[config.mk]
export PLATFORM = sky130hd
export DESIGN_NAME = clk_strobe_gen
export DESIGN_NICKNAME = d
export VERILOG_FILES = /design/src/rtl/clk_strobe_gen.sv
export SDC_FILE = /design/constraint.sdc
export NUM_CORES = 1
export LEC_CHECK = 0
export CAP_MARGIN = 5
export CORE_MARGIN = 2
export CORE_UTILIZATION = 51
export CTS_BUF_LIST = sky130_fd_sc_hd__clkbuf_16
export DETAILED_ROUTE_END_ITERATION = 6
export DONT_BUFFER_PORTS = 1
export GPL_TIMING_DRIVEN = 1
export PLACE_DENSITY = 0.66
export SLEW_MARGIN = 10
export SYNTH_ARGS = -nofsm -noshare
export SYNTH_HDL_FRONTEND = slang
export SYNTH_SLANG_ARGS = --single-unit
[constraint.sdc]
create_clock -name clk25 -period 12.3 [get_ports clk25]
set_clock_uncertainty 0.2 [all_clocks]
set_input_delay 1.23 -clock clk25 [delete_from_list [all_inputs] [get_ports clk25]]
set_output_delay 1.23 -clock clk25 [all_outputs]
set_load 0.03 [all_outputs]
[src/rtl/clk_strobe_gen.sv]
// Multi-channel clock divider / strobe generator for the clk25 domain.
// Each channel runs as a square-wave divider, a single-cycle strobe
// generator or a fractional NCO. New settings are staged in a shadow
// register and only copied into the active set at a safe point (terminal
// count, NCO carry, sync, disable or HOLD), so a divisor change never
// produces a runt or stretched pulse.

module clk_strobe_ch #(
  parameter int CNT_W    = 28,
  parameter int DEF_DIV  = 2,
  parameter int DEF_MODE = 0
) (
  input  logic             clk25,
  input  logic             rst_n,
  input  logic             ch_en,
  input  logic             sync,
  input  logic             wr_hit,
  input  logic [CNT_W-1:0] cfg_div,
  input  logic [1:0]       cfg_mode,
  output logic             cfg_pend,
  output logic             clk_out,
  output logic             stb_out
);

  localparam logic [1:0] MODE_SQUARE = 2'd0;
  localparam logic [1:0] MODE_PULSE  = 2'd1;
  localparam logic [1:0] MODE_NCO    = 2'd2;
  localparam logic [1:0] MODE_HOLD   = 2'd3;

  localparam logic [CNT_W-1:0] ZERO_C    = {CNT_W{1'b0}};
  localparam logic [CNT_W-1:0] ONE_C     = CNT_W'(1'b1);
  localparam logic [CNT_W-1:0] DEF_DIV_C = CNT_W'(DEF_DIV);
  localparam logic [1:0]       DEF_MODE_C = 2'(DEF_MODE);

  // A divisor of 0 behaves like 1 so the counter always has a terminal count.
  function automatic logic [CNT_W-1:0] div_eff_f(input logic [CNT_W-1:0] d);
    logic [CNT_W-1:0] r;
    if (d == ZERO_C) begin
      r = ONE_C;
    end else begin
      r = d;
    end
    return r;
  endfunction

  // Output clock level for a given mode, divisor and counter value.
  // SQUARE is low for the first half (rounded down) of the period, so odd
  // divisors get the longer high phase.
  function automatic logic clk_level_f(
    input logic [1:0]       m,
    input logic [CNT_W-1:0] d,
    input logic [CNT_W-1:0] cnt,
    input logic             stb
  );
    logic r;
    case (m)
      MODE_SQUARE: r = (cnt >= (div_eff_f(d) >> 1));
      MODE_PULSE:  r = stb;
      MODE_NCO:    r = cnt[CNT_W-1];
      default:     r = 1'b0;
    endcase
    return r;
  endfunction

  // Registered state
  logic [CNT_W-1:0] cnt_r;
  logic [CNT_W-1:0] div_r;
  logic [1:0]       mode_r;
  logic [CNT_W-1:0] sh_div_r;
  logic [1:0]       sh_mode_r;
  logic             pend_r;
  logic             clk_r;
  logic             stb_r;

  // Next-state values
  logic [CNT_W-1:0] cnt_nx_s;
  logic [CNT_W-1:0] div_nx_s;
  logic [1:0]       mode_nx_s;
  logic [CNT_W-1:0] sh_div_nx_s;
  logic [1:0]       sh_mode_nx_s;
  logic             pend_nx_s;
  logic             clk_nx_s;
  logic             stb_nx_s;

  // Intermediate decode
  logic [CNT_W-1:0] new_div_s;
  logic [1:0]       new_mode_s;
  logic             wrap_s;
  logic [CNT_W:0]   sum_s;
  logic             carry_s;
  logic             apply_s;
  logic             tick_s;
  logic             quiet_s;

  // A write in the same cycle as an apply point bypasses the shadow.
  assign new_div_s  = wr_hit ? cfg_div  : sh_div_r;
  assign new_mode_s = wr_hit ? cfg_mode : sh_mode_r;

  // ">=" rather than "==" so a counter left beyond a shrunken divisor
  // recovers on the very next edge.
  assign wrap_s  = (cnt_r >= (div_eff_f(div_r) - ONE_C));
  assign sum_s   = {1'b0, cnt_r} + {1'b0, div_r};
  assign carry_s = sum_s[CNT_W];

  // Counter / accumulator advance and apply-point detection.
  always_comb begin
    cnt_nx_s = cnt_r;
    apply_s  = 1'b0;
    tick_s   = 1'b0;
    quiet_s  = 1'b0;
    if (!ch_en) begin
      cnt_nx_s = ZERO_C;
      apply_s  = 1'b1;
      quiet_s  = 1'b1;
    end else if (sync) begin
      cnt_nx_s = ZERO_C;
      apply_s  = 1'b1;
    end else begin
      case (mode_r)
        MODE_SQUARE, MODE_PULSE: begin
          if (wrap_s) begin
            cnt_nx_s = ZERO_C;
            apply_s  = 1'b1;
            tick_s   = 1'b1;
          end else begin
            cnt_nx_s = cnt_r + ONE_C;
          end
        end
        MODE_NCO: begin
          // Without a pending change the accumulator keeps its fractional
          // remainder across a carry; with one it restarts from zero.
          if (carry_s && (pend_r || wr_hit)) begin
            cnt_nx_s = ZERO_C;
            apply_s  = 1'b1;
            tick_s   = 1'b1;
          end else begin
            cnt_nx_s = sum_s[CNT_W-1:0];
            tick_s   = carry_s;
          end
        end
        default: begin
          cnt_nx_s = ZERO_C;
          apply_s  = 1'b1;
        end
      endcase
    end
  end

  // Active / shadow configuration and pending flag update.
  always_comb begin
    sh_div_nx_s  = new_div_s;
    sh_mode_nx_s = new_mode_s;
    if (apply_s) begin
      div_nx_s  = new_div_s;
      mode_nx_s = new_mode_s;
      pend_nx_s = 1'b0;
    end else if (wr_hit) begin
      div_nx_s  = div_r;
      mode_nx_s = mode_r;
      pend_nx_s = 1'b1;
    end else begin
      div_nx_s  = div_r;
      mode_nx_s = mode_r;
      pend_nx_s = pend_r;
    end
  end

  // Output levels derived from the next counter value and next config.
  always_comb begin
    if (quiet_s || (mode_nx_s == MODE_HOLD)) begin
      clk_nx_s = 1'b0;
      stb_nx_s = 1'b0;
    end else begin
      stb_nx_s = tick_s;
      clk_nx_s = clk_level_f(mode_nx_s, div_nx_s, cnt_nx_s, tick_s);
    end
  end

  // Channel state and output flops.
  always_ff @(posedge clk25 or negedge rst_n) begin
    if (!rst_n) begin
      cnt_r     <= ZERO_C;
      div_r     <= DEF_DIV_C;
      mode_r    <= DEF_MODE_C;
      sh_div_r  <= DEF_DIV_C;
      sh_mode_r <= DEF_MODE_C;
      pend_r    <= 1'b0;
      clk_r     <= 1'b0;
      stb_r     <= 1'b0;
    end else begin
      cnt_r     <= cnt_nx_s;
      div_r     <= div_nx_s;
      mode_r    <= mode_nx_s;
      sh_div_r  <= sh_div_nx_s;
      sh_mode_r <= sh_mode_nx_s;
      pend_r    <= pend_nx_s;
      clk_r     <= clk_nx_s;
      stb_r     <= stb_nx_s;
    end
  end

  assign cfg_pend = pend_r;
  assign clk_out  = clk_r;
  assign stb_out  = stb_r;

endmodule

module clk_strobe_gen #(
  parameter int NUM_CH   = 4,
  parameter int CNT_W    = 28,
  parameter int DEF_DIV  = 2,
  parameter int DEF_MODE = 0
) (
  input  logic                                          clk25,
  input  logic                                          rst_n,
  input  logic                                          cfg_we,
  input  logic [((NUM_CH > 1) ? $clog2(NUM_CH) : 1)-1:0] cfg_ch,
  input  logic [CNT_W-1:0]                              cfg_div,
  input  logic [1:0]                                    cfg_mode,
  input  logic [NUM_CH-1:0]                             ch_en,
  input  logic                                          sync,
  output logic [NUM_CH-1:0]                             cfg_pend,
  output logic [NUM_CH-1:0]                             clk_out,
  output logic [NUM_CH-1:0]                             stb_out
);

  localparam int CH_W = (NUM_CH > 1) ? $clog2(NUM_CH) : 1;

  for (genvar c = 0; c < NUM_CH; c++) begin : g_ch
    logic wr_hit_s;

    // Channel indices at or above NUM_CH match no channel and are dropped.
    assign wr_hit_s = cfg_we && (cfg_ch == CH_W'(c));

    clk_strobe_ch #(
      .CNT_W    (CNT_W),
      .DEF_DIV  (DEF_DIV),
      .DEF_MODE (DEF_MODE)
    ) u_ch (
      .clk25    (clk25),
      .rst_n    (rst_n),
      .ch_en    (ch_en[c]),
      .sync     (sync),
      .wr_hit   (wr_hit_s),
      .cfg_div  (cfg_div),
      .cfg_mode (cfg_mode),
      .cfg_pend (cfg_pend[c]),
      .clk_out  (clk_out[c]),
      .stb_out  (stb_out[c])
    );
  end

endmodule

# --- After elaboration in Yosys (flattened, before gate mapping) ---
# Cells that the tools add are included.
# W data, S select, Z words.
classes:
  n_addsub: 12
  n_mul: 0
  n_div: 0
  n_lt_le_gt_ge: 8
  n_eq_ne: 23
  n_shift: 0
  n_mux: 112
  bitwise_logic: 0
  n_reduce_logical: 41
op_table:
  columns: ["op", "n"]
  rows:
  - ["$mux W28", 40]
  - ["$logic_not A28 Y1", 8]
  - ["$pmux W28 S2", 4]
  - ["$add A28 B28 Y29", 4]
  - ["$add A28 B1 Y28 const B", 4]
  - ["$ge A28 B27 Y1", 4]
  - ["$ge A28 B28 Y1", 4]
  - ["$sub A28 B1 Y28 const B", 4]
  - ["$mux W1", 48]
  - ["$eq A2 B2 Y1 const B", 14]
  - ["$eq A2 B1 Y1 const B", 9]
  - ["$logic_not A2 Y1", 9]
  - ["$mux W2", 8]
  - ["$pmux W1 S2", 8]
  - ["$pmux W1 S3", 4]
  - ["$logic_and A1 B1 Y1", 8]
  - ["$logic_or A1 B1 Y1", 8]
  - ["$reduce_bool A2 Y1", 4]
  - ["$reduce_or A2 Y1", 4]
totals:
  regBits: 364
  latchBits: 0
  ram_bits: 0
  romBits: 0
  input_bits: 40
  memories: 0

# --- Longest topological paths before layout ---
logic_depth:
  ltp_word: 16
  ltp_mapped: 37
  ltp_nobuf: 35

# --- Cells and area by module ---
# Synthesis repeated with hierarchy kept, for this count alone.
unflattened:
  hier_cells: 2937
  area_unflattened_um2: 28036.9
modules_own_cells:
  columns: ["module", "instances", "cells_each", "area_each_um2", "seq_area_each_um2"]
  rows:
  - ["clk_strobe_ch (g_ch[1].u_ch ...)", 2, 727, 6947.9, 2279.7]
  - ["clk_strobe_ch (g_ch[0].u_ch)", 1, 752, 7091.8, 2279.7]
  - ["clk_strobe_ch (g_ch[3].u_ch)", 1, 727, 7011.7, 2279.7]
  - ["clk_strobe_gen", 1, 4, 37.5, 0.0]

# --- Worst setup path after synthesis ---
# Ideal clock, no wire load.
synth_path:
  path_type: "flip-flop to flip-flop"
  start: "reg g_ch[3].u_ch.div_r[9]"
  end: "reg g_ch[3].u_ch.clk_r"
  setup_ps: 129
  arrival_time_ps: 6852
  t_required_ps: 11971
  setup_slack_ps: 5119
  path_stages_with_launch: 33
  path_buffers: 1
  synth_period_minus_slack_ps: 7181
  path_cell_list: "dfrtp_1 > or4_4 > or4_4 > or4_4 > nor4_2 > a21oi_1 > ha_1 > nor3b_1 > nand3b_1 > or2_2 > nor4_1 > nand2_1 > xor2_1 > ha_1 > o21ai_0 > a21oi_1 > a211oi_1 > o31a_1 > a31oi_1 > a21oi_2 > buf_2 > mux2i_1 > ha_1 > a211o_1 > o211ai_1 > a21oi_1 > o21a_1 > o21ai_0 > a21oi_1 > or4_1 > a211o_1 > a211oi_1 > a211oi_1"
synth_between:
  elab_chain_len: 16
  elab_cells_between_ends: 34
  classes_between: "add/sub: 2; order compare: 2; eq/ne: 3; mux: 22; reduce/logical: 5"
synth_lines:
  columns: ["element", "line", "rtl"]
  rows:
  - ["start: declaration", "67", "logic [CNT_W-1:0] div_r;"]
  - ["start signal: assignment", "192", "div_r <= div_nx_s;"]
  - ["$logic_not A28 Y1", "38", "if (d == ZERO_C) begin"]
  - ["$mux W28", "38", null]
  - ["$sub A28 B1 Y28", "101", "assign wrap_s = (cnt_r >= (div_eff_f(div_r) - ONE_C));"]
  - ["$ge A28 B28 Y1", "101", null]
  - ["$mux W1", "121", "if (wrap_s) begin"]
  - ["$pmux W1 S2", "119", "case (mode_r)"]
  - ["$mux W1", "115", "end else if (sync) begin"]
  - ["$mux W1", "111", "if (!ch_en) begin"]
  - ["$mux W28", "153", "if (apply_s) begin"]
  - ["$logic_not A28 Y1", "38", null]
  - ["$mux W28", "38", null]
  - ["$mux W28", "56", "case (m)"]
  - ["$mux W28", "170", "if (quiet_s || (mode_nx_s == MODE_HOLD)) begin"]
  - ["$ge A28 B27 Y1", "57", "MODE_SQUARE: r = (cnt >= (div_eff_f(d) >> 1));"]
  - ["$pmux W1 S3", "56", null]
  - ["$mux W1 (*)", "170", null]
  - ["named net g_ch[3].u_ch.clk_nx_s", "82", "logic clk_nx_s;"]
  - ["end signal: assignment", "197", "clk_r <= clk_nx_s;"]
  - ["end: declaration", "72", "logic clk_r;"]
# The timed path passes the listed nets; every way through them passes the cells marked *. The select of a mux whose other input is x is not followed.
# A chain may end at the register's enable or synchronous reset.

# --- Worst setup path after layout ---
layout_path:
  start: "reg g_ch[2].u_ch.div_r[1]"
  end: "reg g_ch[2].u_ch.clk_r"
layout_between:
  elab_chain_len: 16
  elab_cells_between_ends: 34
  classes_between: "add/sub: 2; order compare: 2; eq/ne: 3; mux: 22; reduce/logical: 5"
layout_lines:
  columns: ["element", "line"]
  rows:
  - ["start: declaration", "67"]
  - ["start signal: assignment", "192"]
  - ["$logic_not A28 Y1", "38"]
  - ["$mux W28", "38"]
  - ["$sub A28 B1 Y28", "101"]
  - ["$ge A28 B28 Y1", "101"]
  - ["$mux W1", "121"]
  - ["$pmux W1 S2", "119"]
  - ["$mux W1", "115"]
  - ["$mux W1", "111"]
  - ["$mux W28", "153"]
  - ["$logic_not A28 Y1", "38"]
  - ["$mux W28", "38"]
  - ["$mux W28", "56"]
  - ["$mux W28", "170"]
  - ["$ge A28 B27 Y1", "57"]
  - ["$pmux W1 S3", "56"]
  - ["$mux W1 (*)", "170"]
  - ["named net g_ch[2].u_ch.clk_nx_s", "82"]
  - ["end signal: assignment", "197"]
  - ["end: declaration", "72"]
# Marked as above.

==> flow_metrics.tcl <==
set metrics [dict create \
    grt_start_max_net_pins 365 \
    grt_pass1_wl_um 129000 \
    arrival_ps 9350 \
    drc_errors 0 \
    p_int_mw 2.88 \
    synth-seq-cells 364 \
    fin_ws_ps 3220 \
    critPathMaxStageDelay_ps 810 \
    antenna_found_initial 8 \
    num_rows 86 \
    p_switching_mw 1.87 \
    post-cts-setup-buffer-count 0 \
    powerDensity_nw_per_um2 158 \
    core-area_um2 54800 \
    r2r_slack_ps 3220 \
    hpwl_um 60400 \
    pwr-share-comb_pct 37.8 \
    max_slew_margin_pct 20.4 \
    dp_slack_ps 3360 \
    initial_core_util_pct 51.3 \
    crit_path_end_kind "flop" \
    wl_per_cell_um 21.5 \
    ys.flop_type "dfrtp_1" \
    antenna_left 0 \
    die_area_um2 57000 \
    multi_input_area_um2 18100 \
    synth_edf_count 0 \
    fin_crit_sh_pct 73.8 \
    ys_seq_area_share_pct 32.4 \
    rsz0062_at_grt "no" \
    nFillCells 4892 \
    totalWireLength_um 80600 \
    postCtsHoldBufs 0 \
    min_path_type "primary input to async pin" \
    seqPwrFrac_pct 36.1 \
    final-setup-viol-count 0 \
    hold_viol_final 0 \
    p_clk_share_pct 26.1 \
    cts_inserted_buffers 44 \
    synth.avg_cell_area_um2 9.24 \
    root_buffer "clkbuf_16" \
    crit_slowest_cell "o311ai_1" \
    grt-ovfl-total 0 \
    clock_latency_ps 590 \
    fmax_ghz 0.110 \
    startpoint_type "flop" \
    yosysWarnings 0 \
    ir_drop_mv 0.124 \
    p_leak_nw 13.7 \
    portBuffers 0 \
    cts_resized 0 \
    worstSetupPathType "flop to flop" \
    dr.pass1.iters 5 \
    cts.clk_slew.worst_paths_ps 60 \
    seq_area_um2 9120 \
    synth_cells 3042 \
    gp_congestion 0.947 \
    drv_cap 0 \
    placed_cell_area_um2 28700 \
    die_x_um 239 \
    crit_fanout 66 \
    nNetsFinal 3402 \
    required_ps 12570 \
    vias_per_cell 6.20 \
    synth_cell_types 87 \
    final_common_cell "dfrtp_1" \
    fin_util_pct 54.9 \
    clockBufferDepth 3 \
    area_growth_pct 7.00 \
    via_count 23300 \
    io_pins 52 \
    syn-num-nets 3426 \
    clock_sinks 364 \
    dieHeight_um 239 \
    setup_tns_ps 0 \
    synth_area_um2 28100 \
    slew_violations 0 \
    fin_area_um2 30100 \
    layout_common_cells "356 x dfrtp_1, 340 x ha_1, 241 x nor2_1" \
    drt_iter0_drc 1628 \
    async_flop_share_pct 100 \
    grt_pass1_vias 23700 \
    swShare_pct 39.3 \
    grt_usage_pct 28.6 \
    fin_crit_ps 9080 \
    worst_pin_slew_ps 1190 \
    cts_tree "yes" \
    h-tree-depth 2 \
    layout-drive-gt1-share_pct 7.87 \
    status "finished, final reports clean" \
]
-- power by group through the flow --
stage / Combinational (mW) / Sequential [mW] / Clock (mW)
final: 1.79 / 1.71 / 1.24
after global routing: 2.02 / 1.74 / 1.30
after CTS: 1.78 / 1.71 / 1.26
after detailed placement: 1.76 / 1.73 / 0
after global placement: 1.71 / 1.72 / 0
after floorplan: 1.40 / 1.61 / 0
-- cells by family after synthesis --
kind of cell | after synthesis | synth area share, %
multiplexers | 158 | 6.12
buffers and inverters | 231 | 3.46
AO/OA/AOI/OAI | 775 | 17.9
adder cells (fa/ha/maj) | 344 | 15.4
XOR/XNOR | 288 | 8.97
AND/OR/NAND/NOR | 882 | 15.7
flip-flops | 364 | 32.4
-- cell usage after synthesis (64+ instances only) --
| master | instances | share of area (%) |
|---|---|---|
| xnor2_1 | 171 | 5.3 |
| a21oi_1 | 179 | 3.2 |
| nand2_1 | 190 | 2.5 |
| mux2_2 | 109 | 4.4 |
| a21o_1 | 64 | 1.7 |
| o21a_1 | 77 | 2.1 |
| nand2b_1 | 83 | 1.8 |
| nand3_1 | 71 | 1.3 |
| ha_1 | 340 | 15 |
| o21ai_0 | 148 | 2.6 |
| inv_1 | 139 | 1.9 |
| nor2_1 | 241 | 3.2 |
| dfrtp_1 | 356 | 32 |
| xor2_1 | 117 | 3.6 |
-- worst paths after layout --
check | end | depth (start not counted) | from
worst min register to register | g_ch[0].u_ch.sh_div_r[11]$_DFF_PN0_ | 2 | g_ch[0].u_ch.sh_div_r[11]$_DFF_PN0_
worst max register to register | g_ch[2].u_ch.clk_out$_DFF_PN0_ | 31 | g_ch[2].u_ch.div_r[1]$_DFF_PN1_
worst min-delay path | g_ch[3].u_ch.cnt_r[2]$_DFF_PN0_ | 0 | rst_n
worst max-delay path | g_ch[2].u_ch.clk_out$_DFF_PN0_ | 31 | g_ch[2].u_ch.div_r[1]$_DFF_PN1_
min in group clk25 | g_ch[0].u_ch.sh_div_r[11]$_DFF_PN0_ | 2 | g_ch[0].u_ch.sh_div_r[11]$_DFF_PN0_
max in group asynchronous | g_ch[1].u_ch.cnt_r[17]$_DFF_PN0_ | 0 | rst_n
-- registers in the layout (all words and copies together), names as in the netlist --
| register | cells |
|---|---|
| g_ch.u_ch.div_r | 112 |
| g_ch.u_ch.cfg_pend | 4 |
| g_ch.u_ch.stb_out | 4 |
| g_ch.u_ch.cnt_r | 112 |
| g_ch.u_ch.mode_r | 8 |
| g_ch.u_ch.sh_div_r | 112 |
| g_ch.u_ch.clk_out | 4 |
| g_ch.u_ch.sh_mode_r | 8 |
-- worst max-delay path: cells and delay by family, from the launching register on --
family	cells	cell delay (ps)
flip-flops	1	590
adder cells (fa/ha/maj)	3	780
multiplexers	1	260
XOR/XNOR	1	110
AO/OA/AOI/OAI	12	3100
buffers and inverters	2	1290
AND/OR/NAND/NOR	12	2570
-- layout make-up --
cell class              count  area share [%]
repair buffers             21           0.524
inverters                 140            1.75
clock inverters            34           0.661
well taps                 704            2.93
diodes                      2          0.0166
flip-flops and latches    364            30.3
clock buffers              45            3.74
multi-input cells        2447            60.1
-- per-layer routing --
metal | global-route usage [%] | vias up | wire length [um]
met3 | 4.76 | 193 | 4380
met4 | 13.1 | 10 | 3710
met5 | 0 | - | 77
met2 | 48.0 | 636 | 38200
met1 | 36.2 | 11400 | 34300
li1 | - | 11100 | -
-- through the flow --
stage	power, mW	instances	hold WS (ps)
6_report	4.75	3757	151
5_1_grt	5.07	3757	136
4_1_cts	4.75	3755	125
3_5_place_dp	3.49	3676	266
3_3_place_gp	3.43	3676	266
2_1_floorplan	3.01	3042	247
(Power assumes the default switching activity.)
